**src/rtl/pea_pkg.sv**
```systemverilog
// PEA-side shared constants: datapath word width.
package pea_pkg;
  localparam int N_BITS = 16;
endpackage

```
**src/rtl/stream_intf_pkg.sv**
```systemverilog
// Stream-interface constants and the crossbar select type shared by the DMA-to-PEA crossbar.
package stream_intf_pkg;
  localparam int N_DMA_CH_PER_IN_STREAM  = 4;
  localparam int N_PEA_DIN_PER_IN_STREAM = 4;
  localparam int XBAR_FIFO_DEPTH         = 4;
  localparam int XBAR_SEL_W              = $clog2(N_DMA_CH_PER_IN_STREAM);

  typedef logic [XBAR_SEL_W-1:0] xbar_sel_t;
endpackage

```
**src/rtl/xbar_out_fifo.sv**
```systemverilog
// Per-output FIFO of the DMA-to-PEA crossbar: registered count, no fall-through, flush drops contents.
module xbar_out_fifo #(
  parameter  int DATA_W     = 16,
  parameter  int FIFO_DEPTH = 4,
  localparam int PTR_W      = $clog2(FIFO_DEPTH),
  localparam int CNT_W      = PTR_W + 1
) (
  input  logic              clk_i,
  input  logic              rst_n_i,
  input  logic              push,
  input  logic [DATA_W-1:0] din,
  output logic              full,
  input  logic              pop,
  output logic [DATA_W-1:0] dout,
  output logic              empty,
  output logic [CNT_W-1:0]  count,
  input  logic              flush
);

  logic [DATA_W-1:0] mem [FIFO_DEPTH];
  logic [PTR_W-1:0]  wr_ptr;
  logic [PTR_W-1:0]  rd_ptr;
  logic              do_push;
  logic              do_pop;

  assign full    = (count == CNT_W'(FIFO_DEPTH));
  assign empty   = (count == '0);
  assign do_push = push && !full && !flush;
  assign do_pop  = pop && !empty && !flush;
  assign dout    = empty ? '0 : mem[rd_ptr];

  always_ff @(posedge clk_i) begin
    if (!rst_n_i || flush) begin
      wr_ptr <= '0;
      rd_ptr <= '0;
      count  <= '0;
    end else begin
      if (do_push) wr_ptr <= wr_ptr + 1'b1;
      if (do_pop)  rd_ptr <= rd_ptr + 1'b1;
      count <= count + CNT_W'(do_push) - CNT_W'(do_pop);
    end
  end

  // Storage needs no reset: dout is forced to zero whenever the FIFO is empty.
  always_ff @(posedge clk_i) begin
    if (do_push) mem[wr_ptr] <= din;
  end

endmodule

```
**src/rtl/dma_pea_stream_xbar.sv**
```systemverilog
// Buffered DMA-channel to PEA-input crossbar with fork semantics and runtime mapping.
// Optional MAGE_XBAR_PERF_EN adds per-channel saturating stall counters (stall_cnt_o).
module dma_pea_stream_xbar
  import stream_intf_pkg::*;
  import pea_pkg::*;
#(
  parameter  int N_IN       = N_DMA_CH_PER_IN_STREAM,
  parameter  int N_OUT      = N_PEA_DIN_PER_IN_STREAM,
  parameter  int DATA_W     = N_BITS,
  parameter  int FIFO_DEPTH = XBAR_FIFO_DEPTH,
  localparam int SEL_W      = $clog2(N_IN),
  localparam int CNT_W      = $clog2(FIFO_DEPTH) + 1
) (
  input  logic                        clk_i,
  input  logic                        rst_n_i,
  input  logic [N_IN-1:0]             dma_valid_i,
  input  logic [N_IN-1:0][DATA_W-1:0] dma_data_i,
  output logic [N_IN-1:0]             dma_ready_o,
  output logic [N_OUT-1:0]            pea_valid_o,
  output logic [N_OUT-1:0][DATA_W-1:0] pea_data_o,
  input  logic [N_OUT-1:0]            pea_ready_i,
  input  logic                        cfg_we_i,
  input  logic [N_OUT-1:0][SEL_W-1:0] cfg_sel_i,
  input  logic [N_OUT-1:0]            cfg_en_i,
  input  logic                        flush_i,
  output logic                        busy_o
`ifdef MAGE_XBAR_PERF_EN
  ,
  output logic [N_IN-1:0][31:0]       stall_cnt_o
`endif
);

  logic [N_OUT-1:0][SEL_W-1:0]  sel_q;
  logic [N_OUT-1:0]             en_q;
  logic [N_OUT-1:0]             fifo_push;
  logic [N_OUT-1:0][DATA_W-1:0] fifo_din;
  logic [N_OUT-1:0]             fifo_full;
  logic [N_OUT-1:0]             fifo_empty;
  logic [CNT_W-1:0]             fifo_count [N_OUT];

  always_ff @(posedge clk_i) begin
    if (!rst_n_i) begin
      sel_q <= '0;
      en_q  <= '0;
    end else if (cfg_we_i) begin
      sel_q <= cfg_sel_i;
      en_q  <= cfg_en_i;
    end
  end

  // A channel is ready only if it feeds at least one output and every output it feeds has room.
  always_comb begin
    for (int i = 0; i < N_IN; i++) begin
      logic mapped;
      logic room;
      mapped = 1'b0;
      room   = 1'b1;
      for (int j = 0; j < N_OUT; j++) begin
        if (en_q[j] && (sel_q[j] == SEL_W'(i))) begin
          mapped = 1'b1;
          if (fifo_full[j]) room = 1'b0;
        end
      end
      dma_ready_o[i] = !cfg_we_i && !flush_i && mapped && room;
    end
  end

  always_comb begin
    for (int j = 0; j < N_OUT; j++) begin
      fifo_din[j]  = dma_data_i[sel_q[j]];
      fifo_push[j] = en_q[j] && dma_valid_i[sel_q[j]] && dma_ready_o[sel_q[j]];
    end
  end

  for (genvar j = 0; j < N_OUT; j++) begin : g_out
    xbar_out_fifo #(
      .DATA_W    (DATA_W),
      .FIFO_DEPTH(FIFO_DEPTH)
    ) u_fifo (
      .clk_i  (clk_i),
      .rst_n_i(rst_n_i),
      .push   (fifo_push[j]),
      .din    (fifo_din[j]),
      .full   (fifo_full[j]),
      .pop    (pea_ready_i[j]),
      .dout   (pea_data_o[j]),
      .empty  (fifo_empty[j]),
      .count  (fifo_count[j]),
      .flush  (flush_i)
    );
  end

  assign pea_valid_o = ~fifo_empty;

  always_comb begin
    busy_o = 1'b0;
    for (int j = 0; j < N_OUT; j++) begin
      if (fifo_count[j] != '0) busy_o = 1'b1;
    end
  end

`ifdef MAGE_XBAR_PERF_EN
  always_ff @(posedge clk_i) begin
    for (int i = 0; i < N_IN; i++) begin
      if (!rst_n_i || flush_i) begin
        stall_cnt_o[i] <= '0;
      end else if (dma_valid_i[i] && !dma_ready_o[i] && (stall_cnt_o[i] != 32'hFFFF_FFFF)) begin
        stall_cnt_o[i] <= stall_cnt_o[i] + 32'd1;
      end
    end
  end
`endif

endmodule
```
**config.mk**
```make
export PLATFORM = sky130hd
export DESIGN_NAME = dma_pea_stream_xbar
export DESIGN_NICKNAME = d
export VERILOG_FILES = /design/src/rtl/pea_pkg.sv /design/src/rtl/stream_intf_pkg.sv /design/src/rtl/xbar_out_fifo.sv /design/src/rtl/dma_pea_stream_xbar.sv
export SDC_FILE = /design/constraint.sdc
export NUM_CORES = 1
export LEC_CHECK = 0
export BUFFER_PORTS_ARGS = -buffer_cell sky130_fd_sc_hd__buf_4
export CELL_PAD_IN_SITES_DETAIL_PLACEMENT = 0
export CELL_PAD_IN_SITES_GLOBAL_PLACEMENT = 2
export CORE_UTILIZATION = 25
export CTS_BUF_LIST = sky130_fd_sc_hd__clkbuf_4 sky130_fd_sc_hd__clkbuf_8
export DETAILED_ROUTE_END_ITERATION = 8
export PLACE_DENSITY_LB_ADDON = 0.05
export SYNTH_ARGS = -nofsm -noshare
export SYNTH_HDL_FRONTEND = slang
export SYNTH_SLANG_ARGS = --single-unit
```
**constraint.sdc**
```tcl
create_clock -name clk_i -period 4.3 [get_ports clk_i]
set_clock_uncertainty 0.1 [all_clocks]
set_input_delay 0.86 -clock clk_i [delete_from_list [all_inputs] [get_ports clk_i]]
set_output_delay 0.86 -clock clk_i [all_outputs]
set_load 0.02 [all_outputs]
```
==> impl_results.md, run 1 <==
* Max-slew violations at 0
* Post-Route WL at 41,500 µm
* Startpoint type of the worst setup path: flip-flop
* HPWL Detailed at 29,900 µm
* Fin. Hold Viols at 0
* Critical path class: reg -> out
* Critical R2R Launch: sel_q[5]$_SDFFE_PN0P_
* Worst EP required at about 3300 ps
* CP max-delay cell: dfxtp_1
* Slowest Stage Delay on Critical Path at 550 ps
* Die Width at about 240 µm
* Residual DRC at 0
* HP Class: in -> reg
* Worst-Margin Slew at roughly 960 ps
* Fin crit period at 3590 ps
* Vias per Instance at 4.44
* Outcome: completed
* Core area at 0.0553 mm²
* Die area at 0.0571 mm²
* R2R Setup Slk at around 860 ps
* NumNets Final at 1,131
* Setup TNS at 0 ps
* Utilization after layout at 0.316
* H-tree depth at 2
* Clk_lat worst skew at 630 ps
* Worst-path clk slew at 60 ps
* Worst-path fanout max at 16
* Arrival time at the worst endpoint at 2630 ps
* Fmax at 278 MHz
* Layout cells sized above 1 at 0.408
* Final critical-path share of the clock period at 0.835
* Bufs and invs on worst path at 3
* Met1 Usage GRT at 0.189
* CP endpoint: dma_ready_o[0]
* Largest net degree at the start of global routing at 26
* Met3 GRT Util at 0.0356
* Leakage dissipation at approximately 6 nW
* All-Layer GR Usage at 0.149
* Comb pwr share at 0.065
* Clock power frac at 0.438
* Mean Syn Cell Area at 17.4 µm²
* CP Depth at 7
* GR Util met2 at 0.251
* Int Pwr at 5.08 mW
* Unrepaired setup endpoints after global routing: false
* First-pass DRT Iterations at 4
* Worst Reg2Reg Path Length in Cells at 13
* Max_cap viols at 0
* Drt wl/cell at 23.0 µm
* Ant. Diodes at 0
* Top delay family on crit path: buffers and inverters
* Synth Instances at between 800 and 900
* PortBufs at 160
* Antenna Nets Post-Route at 0
* Pwr Density at approximately 380 mW/mm²
* Global placer's final weighted congestion at 0.793
* Mapped Area at 0.0140 mm²
* Relative slew slack at 0.362
* Initial antenna violation count at 0
* Asr flop ratio synth at 0
* Max clock buf depth at 3
* Post-CTS setup buffer count at 0
* Post-CTS Hold Buffers at 0
* Switch Pwr at 1.47 mW
* Sequential Power Share at 0.497
* Post-CTS sizing at 0
* I/O Pins at 161
* Reg-to-reg endpoint: g_out[2].u_fifo.count[2]$_SDFF_PP0_
* Synthesis-stage register bit count at approximately 300
* Sequential area share after synthesis at 0.616
* Initial DRC Count at 462
* Cell Rows at 86
* EDFF count, synth at 256
* CP Capture Type: output pin
* Placed instance count at 1,707
* Num CTS Buffers at 54
* Height of the die at 239 µm
* CTS tree: yes
* Worst path cell trace: buf_4 -> nand2b_1 -> o32ai_1 -> nor4_1 -> buf_4 -> and2_1 -> buf_4
* Post-synth cell types at 53
* Top FF cell, synth: edfxtp_1
* Synthesized Nets at 924
* Fin cells at 1,809
* Routed vias at approximately 8,000
* CP dominant cell by count: buf_4
* Root Buffer: clkbuf_8
* Initial Util at 0.254
* Overflow after GRT at 0
* Area Growth Syn to Fin at 24.4%
* Final setup viols at 0
* CTS Sinks at 304
* Gr busiest metal: met2
* Pwr Total at 6.55 mW
* Ys Warns at 0
* First-pass GRT wire length at 60,300 µm
* Worst Setup SP: sel_q[1]$_SDFFE_PN0P_
* Maximum VDD drop at 157 µV
* Number of global-route vias before repair at about 8,700
* Hold WS at 390 ps
* Sw Share at 0.224
-- synth_stat cells, drive strengths merged, types with 3 or more instances --
library cell / number / area (µm²)
mux4: 128 / 2880
dfxtp: 48 / 961
nor2b: 69 / 432
nor3b: 13 / 108
xnor2: 12 / 105
xor2: 7 / 61.3
clkbuf: 29 / 110
buf: 17 / 70.1
and3: 5 / 31.3
nor3: 7 / 35.0
nand3b: 5 / 37.5
nand4b: 3 / 26.3
nand4: 8 / 65.1
and2: 35 / 219
or3b: 3 / 26.3
nor4: 8 / 50.1
mux2i: 14 / 140
nor2: 29 / 109
ha: 24 / 300
nand3: 13 / 65.1
edfxtp: 256 / 7690
and3b: 4 / 38.8
nand2: 9 / 33.8
or3: 4 / 30.0
inv: 28 / 105
fa: 4 / 80.1
nand2b: 3 / 18.8
-- power by group through the flow --
stage	Clock (mW)	Sequential, mW	Combinational [mW]
after floorplan	0	3.31	0.212
after global placement	0	3.32	0.442
after detailed placement	0	3.32	0.440
after CTS	2.99	3.26	0.441
after global routing	3.10	3.26	0.460
final	2.87	3.26	0.424
-- worst min-delay path by stage --
stage	start	slack (ps)	cells past startpoint	endpoint
detailed placement	g_out[2].u_fifo.wr_ptr[1]$_SDFFE_PP0P_	410	2	g_out[2].u_fifo.wr_ptr[1]$_SDFFE_PP0P_
global placement	g_out[0].u_fifo.rd_ptr[1]$_SDFFE_PP0P_	410	2	g_out[0].u_fifo.rd_ptr[1]$_SDFFE_PP0P_
finish	cfg_sel_i[5]	390	3	sel_q[5]$_SDFFE_PN0P_
global route	cfg_en_i[0]	350	3	en_q[0]$_SDFFE_PN0P_
floorplan	g_out[2].u_fifo.wr_ptr[1]$_SDFFE_PP0P_	380	2	g_out[2].u_fifo.wr_ptr[1]$_SDFFE_PP0P_
CTS	cfg_en_i[1]	330	3	en_q[1]$_SDFFE_PN0P_
-- cells in the final DEF, fill, tap and decap left out, types with 19 or more instances in the layout --
cell type,netlist,routed
and2_1,35,35
buf_4,0,196
clkbuf_4,0,19
clkbuf_8,0,58
dfxtp_1,48,46
edfxtp_1,256,256
ha_1,24,24
inv_1,28,28
mux4_2,128,128
nor2_1,29,29
nor2b_1,69,69
-- final cells by class --
class	count	area [µm²]
clock buffers	77	941
clock inverters	25	221
fillers	5532	37800
inverters	28	105
multi-input cells	430	5120
flip-flops and latches	304	8650
well taps	748	936
repair buffers	197	1490
-- kinds of logic (layout without fill, tap and decap cells) --
| logic type | after synthesis | count (layout) | synth area share |
|---|---|---|---|
| buffers and inverters | 74 | 327 | 0.0203 |
| flip-flops | 304 | 304 | 0.616 |
| AND/OR/NAND/NOR | 227 | 227 | 0.0998 |
| XOR/XNOR | 19 | 19 | 0.0119 |
| AO/OA/AOI/OAI | 14 | 14 | 0.00927 |
| adder cells (fa/ha/maj) | 28 | 28 | 0.0271 |
| multiplexers | 142 | 142 | 0.215 |
-- through the flow --
step	instance area (µm²)	worst slack (ps)
detailed placement	16300	308
CTS	17500	636
global placement	16300	325
finish	17500	709
global route	17500	523
floorplan	14000	634
-- flip-flops by register name, indices dropped and copies added (netlist names), named ones only --
| register | flops |
|---|---|
| sel_q | 8 |
| g_out.u_fifo.count | 12 |
| en_q | 4 |
| g_out.u_fifo.wr_ptr | 8 |
| g_out.u_fifo.rd_ptr | 8 |
| g_out.u_fifo.mem | 256 |
-- worst min-delay path: stages --
cell	delay [ps]
buf_4	70
mux2i_1	50
nor2b_1	90
-- per-layer routing --
layer / vias up / part of all wire
met5: - / 0
met4: 0 / 0.021
met3: 61 / 0.064
met2: 250 / 0.49
met1: 4103 / 0.42
li1: 3623 / -
Note: power is estimated with default switching activity, not from simulation.
==> run 2, diff against run 1 <==
Clock period 4.3 ns to 3.7 ns, I/O delays scaled along.
==> run 2 against run 1 <==
- sequential power up 16%
- global-route usage hardly changed
- cell count increased by 1.1%
- sequential share of layout area is 0.38 points lower
- hold slack lost 99 ps
- power increased by 11%
- core utilization rose by 0.25 points
- combinational power rose by 20%
- critical path type unchanged
==> impl_results.md, run 2 (synthesis gave the netlist of run 1 again) <==
* Int Pwr at 5.61 mW
* I/O Pins at 161
* HP Class: in -> reg
* Utilization after layout at 0.318
* Worst path cell trace: buf_4 -> buf_4 -> nand3_1 -> nand4_1 -> nor3b_1 -> buf_4 -> and3_1 -> buf_4
* CP Capture Type: output pin
* H-tree depth at 2
* Post-Route WL at 42,000 µm
* Worst-path fanout max at 15
* First-pass DRT Iterations at 5
* Height of the die at 239 µm
* Final setup viols at 0
* Initial Util at 0.254
* Reg with most FFs: g_out.u_fifo.mem
* Area post-placement at 0.0165 mm²
* Slowest Stage Delay on Critical Path at 350 ps
* Leakage dissipation at approximately 6.0 nW
* Cell Rows at 86
* Post-CTS Hold Buffers at 0
* Sw Share at 0.232
* Max-slew violations at 0
* Max FFs per register at approximately 260
* Die area at 0.0571 mm²
* Num CTS Buffers at 54
* Clk_lat worst skew at between 600 and 700 ps
* Number of global-route vias before repair at between 8,000 and 9,000
* All-Layer GR Usage at 0.149
* First-pass GRT wire length at 60,700 µm
* Max clock buf depth at 3
* Die Width at 239 µm
* CP dominant cell by count: buf_4
* Largest net degree at the start of global routing at 27
* Maximum VDD drop at 176 µV
* Biggest regs: g_out.u_fifo.mem x256, g_out.u_fifo.count x12
* Worst EP required at 2860 ps
* Critical path class: reg -> out
* Antenna Nets Post-Route at 0
* Fmax at 290 MHz
* Drt wl/cell at 23.0 µm
* Relative slew slack at 0.407
* Fin. Hold Viols at 0
* Clock power frac at 0.412
* Pwr Density at 415 mW/mm²
* Layout cells sized above 1 at 0.414
* Ant. Diodes at 0
* Unrepaired setup endpoints after global routing: false
* Vias per Instance at 4.48
* Most frequent cells in the layout: edfxtp_1, buf_4, mux4_2, nor2b_1, clkbuf_8
* Final critical-path share of the clock period at 0.932
* Outcome: completed
* Area Growth Syn to Fin at 25.4%
* Max_cap viols at 0
* PortBufs at 160
* Comb pwr share at 0.070
* Root Buffer: clkbuf_8
* Core area at 0.0553 mm²
* CTS tree: yes
* Routed vias at just over 8,000
* Switch Pwr at 1.70 mW
* Fin crit period at 3450 ps
* Global placer's final weighted congestion at ~0.80
* HPWL Detailed at just over 30,000 µm
* Final instance area at 0.0176 mm²
* Startpoint type of the worst setup path: flip-flop
* Setup TNS at 0 ps
* Worst-path clk slew at 60 ps
* Initial DRC Count at 369
* NumNets Final at 1,151
* Sequential Power Share at 0.518
* Commonest non-fill, non-tap cell in the layout: edfxtp_1
* Worst-Margin Slew at 888 ps
* Hold WS at 291 ps
* CP max-delay cell: dfxtp_1
* Post-CTS setup buffer count at 0
* CTS Sinks at 304
* Arrival time at the worst endpoint at 2610 ps
* Residual DRC at 0
* Initial antenna violation count at 0
* Overflow after GRT at 0
-- run 2: changes by cell type in the layout (fill, tap and decap cells not counted), moves of 2 or more --
| cell | delta |
|---|---|
| buf_4 | +12 |
| bufinv_16 | -4 |
| clkbuf_4 | -2 |
| clkinvlp_4 | +2 |
| clkinv_1 | +6 |
| inv_6 | -2 |
| buf_12 | +8 |
-- run 2: path summary, 6_finish.rpt --
kind                                                             start                                      to  slack [ps]  cells past startpoint
worst max-delay path                             sel_q[5]$_SDFFE_PN0P_                          dma_ready_o[3]         250                      8
worst max register to register                   sel_q[3]$_SDFFE_PN0P_     g_out[2].u_fifo.count[2]$_SDFF_PP0_         440                     13
worst min register to register  g_out[2].u_fifo.wr_ptr[1]$_SDFFE_PP0P_  g_out[2].u_fifo.wr_ptr[1]$_SDFFE_PP0P_         420                      2
worst min-delay path                                      cfg_sel_i[6]                   sel_q[6]$_SDFFE_PN0P_         290                      3
-- run 2: critical path: cells and delay by family, from the launching register on --
family	cells	cell delay, ps
buf+inv	4	850
simple gates	4	790
flops	1	350
-- run 2: area by class of cell --
type / instances / area [µm²]
sequential: 304 / 8650
timing repair buffer: 217 / 1740
inverter: 28 / 105
clock buffer: 75 / 926
clock inverter: 26 / 116
tap: 748 / 936
fill: 5532 / 37700
multi-input combinational: 430 / 5120
-- run 2: stage by stage --
step | std cells | power, mW | setup slack, ps
finish | 1828 | 7.30 | 251
global route | 1828 | 7.64 | 37.3
CTS | 1828 | 7.45 | 18.5
detailed placement | 1727 | 4.38 | 80.7
global placement | 1727 | 4.38 | 116
floorplan | 808 | 4.10 | 154
-- run 2: metal layers --
layer / track usage / share of wire
met5: 0 / 0
met4: 0.0412 / 0.022
met3: 0.0328 / 0.061
met2: 0.243 / 0.48
met1: 0.199 / 0.44
-- run 2: what timing repair did --
action	in CTS	in global routing
gates resized for setup	0	1
hold endpoints to repair	0	0
setup endpoints to repair	0	2
-- run 2: power by group through the flow --
stage	logic [mW]	registers [mW]	clock network [mW]
after floorplan	0.247	3.85	0
after global placement	0.523	3.85	0
after detailed placement	0.523	3.85	0
after CTS	0.526	3.78	3.15
after global routing	0.550	3.78	3.31
final	0.509	3.78	3.01
